**config.mk**
```make
export PLATFORM = sky130hd
export DESIGN_NAME = ship_controller
export DESIGN_NICKNAME = d
export VERILOG_FILES = /design/src/rtl/ship_controller.sv
export SDC_FILE = /design/constraint.sdc
export NUM_CORES = 1
export LEC_CHECK = 0
export ABC_AREA = 0
export BUFFER_PORTS_ARGS = -buffer_cell sky130_fd_sc_hd__buf_2
export CORE_MARGIN = 1
export CORE_UTILIZATION = 30
export DETAILED_ROUTE_END_ITERATION = 7
export PLACE_DENSITY = 0.59
export SETUP_SLACK_MARGIN = 0.2
export SLEW_MARGIN = 40
export SYNTH_ARGS = -nofsm -noshare
export SYNTH_HDL_FRONTEND = slang
export SYNTH_SLANG_ARGS = --single-unit
```
**constraint.sdc**
```tcl
create_clock -name clk -period 4 [get_ports clk]
set_input_delay 0 -clock clk [delete_from_list [all_inputs] [get_ports clk]]
set_output_delay 0 -clock clk [all_outputs]
set_load 0.02 [all_outputs]
```
**src/rtl/ship_controller.sv**
```systemverilog
// ship_controller: player gun position, lives state machine and per-pixel ship colour code.
// Latency: color is registered one cycle after hPos/vPos; gun/lives/state update on the triggering edge.
// Backpressure: none, free-running pixel stream; optional SHIP_CONTROLLER_BLINK_EN blinks the ship in RESPAWN.
module ship_controller #(
  parameter int SCREEN_WIDTH   = 640,
  parameter int SCREEN_HEIGHT  = 480,
  parameter int SHIP_WIDTH     = 60,
  parameter int SHIP_HEIGHT    = 30,
  parameter int STEP           = 20,
  parameter int H_OFFSET       = 10,
  parameter int V_OFFSET       = 10,
  parameter int RECT_PERCENT   = 15,
  parameter int LIVES          = 3,
  parameter int EXPLODE_FRAMES = 30,
  parameter int INVULN_FRAMES  = 60,
  parameter int COLOR_EXPLODE  = 6
) (
  input  logic       clk,
  input  logic       reset,
  input  logic       frameTick,
  input  logic       left,
  input  logic       right,
  input  logic       hit,
  input  logic       start,
  input  logic [9:0] hPos,
  input  logic [9:0] vPos,
  output logic [9:0] gunPosition,
  output logic [2:0] color,
  output logic [2:0] lives,
  output logic       alive,
  output logic       gameOver
);

  // Geometry derived from the parameters; all position maths is 11 bits wide
  // so that adding STEP or half a ship never wraps.
  localparam int RW     = SHIP_WIDTH * RECT_PERCENT / 100;
  localparam int HALF_W = SHIP_WIDTH / 2;
  localparam int TOP    = SCREEN_HEIGHT - V_OFFSET - SHIP_HEIGHT;
  localparam int XMIN   = H_OFFSET + HALF_W;
  localparam int XMAX   = SCREEN_WIDTH - H_OFFSET - HALF_W;
  localparam int CENTER = SCREEN_WIDTH / 2;

  localparam logic [10:0] RW_W       = 11'(RW);
  localparam logic [10:0] RRECT_W    = 11'(SHIP_WIDTH - RW);
  localparam logic [10:0] HALF_W_W   = 11'(HALF_W);
  localparam logic [10:0] TOP_W      = 11'(TOP);
  localparam logic [10:0] BOTTOM_W   = 11'(TOP + SHIP_HEIGHT);
  localparam logic [10:0] LAST_ROW_W = 11'(SHIP_HEIGHT - 1);
  localparam logic [10:0] XMIN_W     = 11'(XMIN);
  localparam logic [10:0] XMAX_W     = 11'(XMAX);
  localparam logic [10:0] STEP_W     = 11'(STEP);
  localparam logic [9:0]  CENTER_W   = 10'(CENTER);
  localparam logic [2:0]  LIVES_W    = 3'(LIVES);
  localparam logic [7:0]  EXPLODE_LAST = 8'(EXPLODE_FRAMES - 1);
  localparam logic [7:0]  INVULN_LAST  = 8'(INVULN_FRAMES - 1);

  localparam logic [2:0] C_SHIP    = 3'd1;
  localparam logic [2:0] C_EXPLODE = 3'(COLOR_EXPLODE);
  localparam logic [2:0] C_NONE    = 3'd7;

  typedef enum logic [1:0] {
    ST_ALIVE     = 2'd0,
    ST_EXPLODING = 2'd1,
    ST_RESPAWN   = 2'd2,
    ST_GAME_OVER = 2'd3
  } state_t;

  state_t      state;
  logic [7:0]  frame_cnt;

  logic [10:0] gun_ext;
  logic [10:0] right_sum;
  logic [10:0] right_pos;
  logic [10:0] left_pos;
  logic [10:0] moved_pos;
  logic        explode_done;
  logic        invuln_done;

  logic [10:0] h_ext;
  logic [10:0] v_ext;
  logic [10:0] box_left;
  logic [10:0] box_right;
  logic [10:0] x_off;
  logic [10:0] d_row;
  logic [10:0] h_dist;
  logic        in_box;
  logic        ship_px;
  logic        explode_px;
  logic        draw_ship;
  logic [2:0]  pix_color;

  assign alive    = (state == ST_ALIVE) || (state == ST_RESPAWN);
  assign gameOver = (state == ST_GAME_OVER);

  assign explode_done = frameTick && (frame_cnt == EXPLODE_LAST);
  assign invuln_done  = frameTick && (frame_cnt == INVULN_LAST);

  // Candidate gun position for this frame: clamp to the playfield, no move
  // when both directions are requested at once.
  always_comb begin
    gun_ext   = {1'b0, gunPosition};
    right_sum = gun_ext + STEP_W;
    right_pos = (right_sum > XMAX_W) ? XMAX_W : right_sum;
    // Compare before subtracting so a small position can never underflow.
    left_pos  = (gun_ext >= XMIN_W + STEP_W) ? (gun_ext - STEP_W) : XMIN_W;
    moved_pos = gun_ext;
    if (right && !left) begin
      moved_pos = right_pos;
    end else if (left && !right) begin
      moved_pos = left_pos;
    end
  end

  // Lives / explode / respawn / game-over state machine with the gun register.
  always_ff @(posedge clk) begin
    if (!reset) begin
      state       <= ST_ALIVE;
      frame_cnt   <= 8'd0;
      gunPosition <= CENTER_W;
      lives       <= LIVES_W;
    end else begin
      case (state)
        ST_ALIVE: begin
          // A hit wins over a same-cycle frame tick; the move is dropped.
          if (hit) begin
            lives     <= lives - 3'd1;
            state     <= ST_EXPLODING;
            frame_cnt <= 8'd0;
          end else if (frameTick) begin
            gunPosition <= 10'(moved_pos);
            frame_cnt   <= frame_cnt + 8'd1;
          end
        end
        ST_EXPLODING: begin
          if (explode_done) begin
            frame_cnt <= 8'd0;
            if (lives == 3'd0) begin
              state <= ST_GAME_OVER;
            end else begin
              state       <= ST_RESPAWN;
              gunPosition <= CENTER_W;
            end
          end else if (frameTick) begin
            frame_cnt <= frame_cnt + 8'd1;
          end
        end
        ST_RESPAWN: begin
          // Invulnerable: hit is ignored, but the player can still steer.
          if (frameTick) begin
            gunPosition <= 10'(moved_pos);
            if (invuln_done) begin
              state     <= ST_ALIVE;
              frame_cnt <= 8'd0;
            end else begin
              frame_cnt <= frame_cnt + 8'd1;
            end
          end
        end
        default: begin
          if (start) begin
            lives       <= LIVES_W;
            gunPosition <= CENTER_W;
            state       <= ST_RESPAWN;
            frame_cnt   <= 8'd0;
          end else if (frameTick) begin
            frame_cnt <= frame_cnt + 8'd1;
          end
        end
      endcase
    end
  end

  // Ship shape: two side rectangles, a solid bottom row and a widening
  // wedge from the centre column, all inside the ship bounding box.
  always_comb begin
    h_ext      = {1'b0, hPos};
    v_ext      = {1'b0, vPos};
    box_left   = {1'b0, gunPosition} - HALF_W_W;
    box_right  = {1'b0, gunPosition} + HALF_W_W;
    in_box     = (h_ext >= box_left) && (h_ext < box_right) &&
                 (v_ext >= TOP_W) && (v_ext < BOTTOM_W);
    x_off      = h_ext - box_left;
    d_row      = v_ext - TOP_W;
    h_dist     = (hPos >= gunPosition) ? (h_ext - {1'b0, gunPosition})
                                       : ({1'b0, gunPosition} - h_ext);
    ship_px    = in_box && ((x_off < RW_W) || (x_off >= RRECT_W) ||
                            (d_row == LAST_ROW_W) || (h_dist < d_row));
    explode_px = in_box && (hPos[2] ^ vPos[2] ^ frame_cnt[0]);
  end

  // Per-state colour selection, before the output register.
  always_comb begin
    pix_color = C_NONE;
`ifdef SHIP_CONTROLLER_BLINK_EN
    draw_ship = ship_px && !frame_cnt[2];
`else
    draw_ship = ship_px;
`endif
    case (state)
      ST_ALIVE:     pix_color = ship_px ? C_SHIP : C_NONE;
      ST_RESPAWN:   pix_color = draw_ship ? C_SHIP : C_NONE;
      ST_EXPLODING: pix_color = explode_px ? C_EXPLODE : C_NONE;
      default:      pix_color = C_NONE;
    endcase
  end

  // Colour register: one pixel of latency toward the mixer.
  always_ff @(posedge clk) begin
    if (!reset) begin
      color <= C_NONE;
    end else begin
      color <= pix_color;
    end
  end

endmodule

```
==> results.yml <==
floorplanning:
  die_x_um: 118
  floorplan.io_pins: 45
  num_rows: 42
  die_h_um: 118
  initial_utilization_pct: 30.7
  die_area_um2: 14000
  core_um2: 13200
synthesis:
  syn_area_per_cell_um2: 7.28
  syn_inst: 556
  synth-main-ff-cell: "dfxtp_1"
  synth_area_leaders: "ha_1, dfxtp_1, a21oi_1, inv_1, nor2_1"
  synthesis.area_um2: 4050
  async_flop_share_pct: 0
  ys_warn_count: 0
  ys_ff_latch: 23
  synth-edff-count: 0
  yosys.area.top_type: "ha_1"
  synth.top_cell.area_share_pct: 19.5
  ys_seq_area_share_pct: 11.4
  ys_types: 65
timing:
  tightest_slew_ns: 0.752
  hold_viol: 0
  setup_viol: 0
  setup_tns_ns: 0
  slew_headroom_pct: 49.9
  layout_min_cycle_time_ns: 3.73
  post-route-period-util_pct: 93.2
  finClkSkew_ns: 0.00354
  rsz0062_at_grt: "true"
  timing.final.max_slew_violations: 0
  max_freq_ghz: 0.268
grt:
  grt_max_degree: 22
  gr-total-overflow: 0
  grt.total_usage_pct: 17.5
  grt_pass1_vias: 4285
  antenna_found_initial: 0
  grt_pass1_wl_um: 20200
worst_setup_path:
  cpMostUsedCell: "o211ai_1"
  reg2regPathDepth: 16
  cp.arrival_ns: 3.92
  worstPathCellList: "inv_4, ha_4, o211ai_1, a21oi_2, o41ai_4, buf_4, mux2_4, a221oi_2, xnor2_1, ha_2, o211ai_1, o31ai_2, nand3_1, a2111oi_4, nand4_1, a31oi_1"
  cp_num_buf_inv: 2
  crit_required_ns: 4.19
  cp_slowest_cell: "dfxtp_4"
  cp_top_family: "compound AO/OA/AOI/OAI gates"
  critPathMaxFanout: 3
  cp.depth: 16
  critPathKind: "flip-flop to flip-flop"
  endpoint_kind: "flip-flop"
  cp_slowest_stage_delay_ns: 0.39
  cp-start-kind: "flip-flop"
hold_path:
  min_path_type: "primary input to flip-flop"
  hold_depth: 2
finish:
  regArea_um2: 474
  mostFrequentLayoutCell: "ha_1"
  final_cell_mix: "ha_1, inv_1, nor2_1, buf_2, nand2_1"
  drive_gt1_share_pct: 18.7
  fin_area_um2: 4880
  n_fill_cell: 1404
  nNetsFinal: 702
  syn2layout_area_growth_pct: 20.5
  diodes: 0
  multi_input_area_um2: 3460
power_and_ir_drop:
  leakage_nw: 2.13
  ir_drop_mv: 0.274
  p_per_area_nw_per_um2: 592
status:
  status: "finished with violations"
  violations: "design-rule violations"
clock_network:
  clk_latency_ns: 0.26
  clkTransAtPathRegs_ns: 0.07
  cts.path.max_buffers: 2
  cts_max_level: 1
  hold_buffers: 0
  cts_buffers: 3
  cts_tree: "yes"
  clock-sinks: 23
  cts-root-buf: "clkbuf_16"
place:
  hpwl_um: 9860
  place.gp.congestion: 0.881
  placedInstanceArea_um2: 4560
  io_buffers: 42
drt:
  ant_nets: 0
  post-route-drc-count: 1
  dr.pass1.iters: 6
  drt_iter0_drc: 296
  via_count: 4347
  vias_per_cell: 5.52
  wl_um: 12400
  wl_per_cell_um: 15.8
flow_run:
  max_cap_violations: 0
## synthesized netlist by cell type, types with 4 or more instances
library cell	number
a21o_1	14
xnor2_1	18
nor3_1	20
dfxtp_1	23
o21ai_0	24
nand4_1	4
nor3b_1	4
o31ai_1	5
and3_1	6
nor4_1	8
or3_1	6
o21a_1	5
a211oi_1	6
nand2_1	42
o22ai_1	11
nor2b_1	12
ha_1	63
clkbuf_1	24
nand3_1	11
a21boi_0	4
inv_1	44
mux2i_1	10
a21oi_1	40
a31oi_1	4
o211ai_1	7
xor2_1	11
and2_1	5
o2111ai_1	6
nand2b_1	8
nor2_1	43
## metal layers
| layer | global-route usage, % | routed length (um) | up-vias |
|---|---|---|---|
| met5 | 0 | 0 | - |
| li1 | - | - | 2149 |
| met4 | 6.65 | 361 | 0 |
| met3 | 1.50 | 534 | 28 |
| met2 | 31.0 | 5840 | 142 |
| met1 | 21.9 | 5670 | 2028 |
## timing repair
action                     in CTS  in global routing
setup endpoints to repair       1                  1
pin swaps                       7                 14
resized for setup              11                 24
setup buffers                   6                  5
## metrics by stage
stage / utilization, % / hold slack (ns) / total power, mW / std cells / worst slack [ns]
global placement: 34.5 / 0.311 / 2.40 / 772 / 0.190
detailed placement: 34.5 / 0.314 / 2.44 / 772 / 0.00735
CTS: 35.8 / 0.0377 / 2.75 / 782 / 0.201
global route: 37.0 / 0.0617 / 3.16 / 787 / 0.119
finish: 37.0 / 0.0405 / 2.89 / 787 / 0.271
floorplan: - / 0.163 / 1.85 / 560 / 0.210
## power by group
group	leakage [nW]	switching, mW	internal (mW)
combinational	1.90	1.35	0.968
clock	0.0409	0.0915	0.135
sequential	0.190	0.0588	0.285
total	2.13	1.50	1.39
## worst paths after layout
path,slack [ns],from,to
max,0.27,gunPosition[2]$_SDFFE_PN0P_,color[1]$_SDFF_PN1_
max reg2reg,0.27,gunPosition[2]$_SDFFE_PN0P_,color[1]$_SDFF_PN1_
min reg2reg,0.54,frame_cnt[1]$_SDFFE_PN0N_,frame_cnt[1]$_SDFFE_PN0N_
min,0.04,reset,lives[1]$_SDFFE_PN1P_
## final cells by class
cell class | instances | share of cell area, %
clock buffer | 3 | 1.54
clock inverter | 1 | 0.103
inverter | 46 | 3.59
multi-input combinational | 462 | 70.9
timing repair buffer | 76 | 9.62
tap | 176 | 4.52
sequential | 23 | 9.73
## cell families after synthesis
| group | synth area share (%) |
|---|---|
| DFF | 11.4 |
| and+or+nand+nor | 22.3 |
| AOI/OAI and AO/OA | 29.8 |
| other | 0.186 |
| adders and majority gates | 19.5 |
| xor gates and xnor gates | 6.28 |
| buffers and inverters | 7.30 |
| muxes | 3.31 |
## sequential cells by signal, summed over array words and instances (netlist names)
register	count
color	2
frame_cnt	8
gunPosition	8
lives	3
state	2
Power figures use the tool's default switching activity.
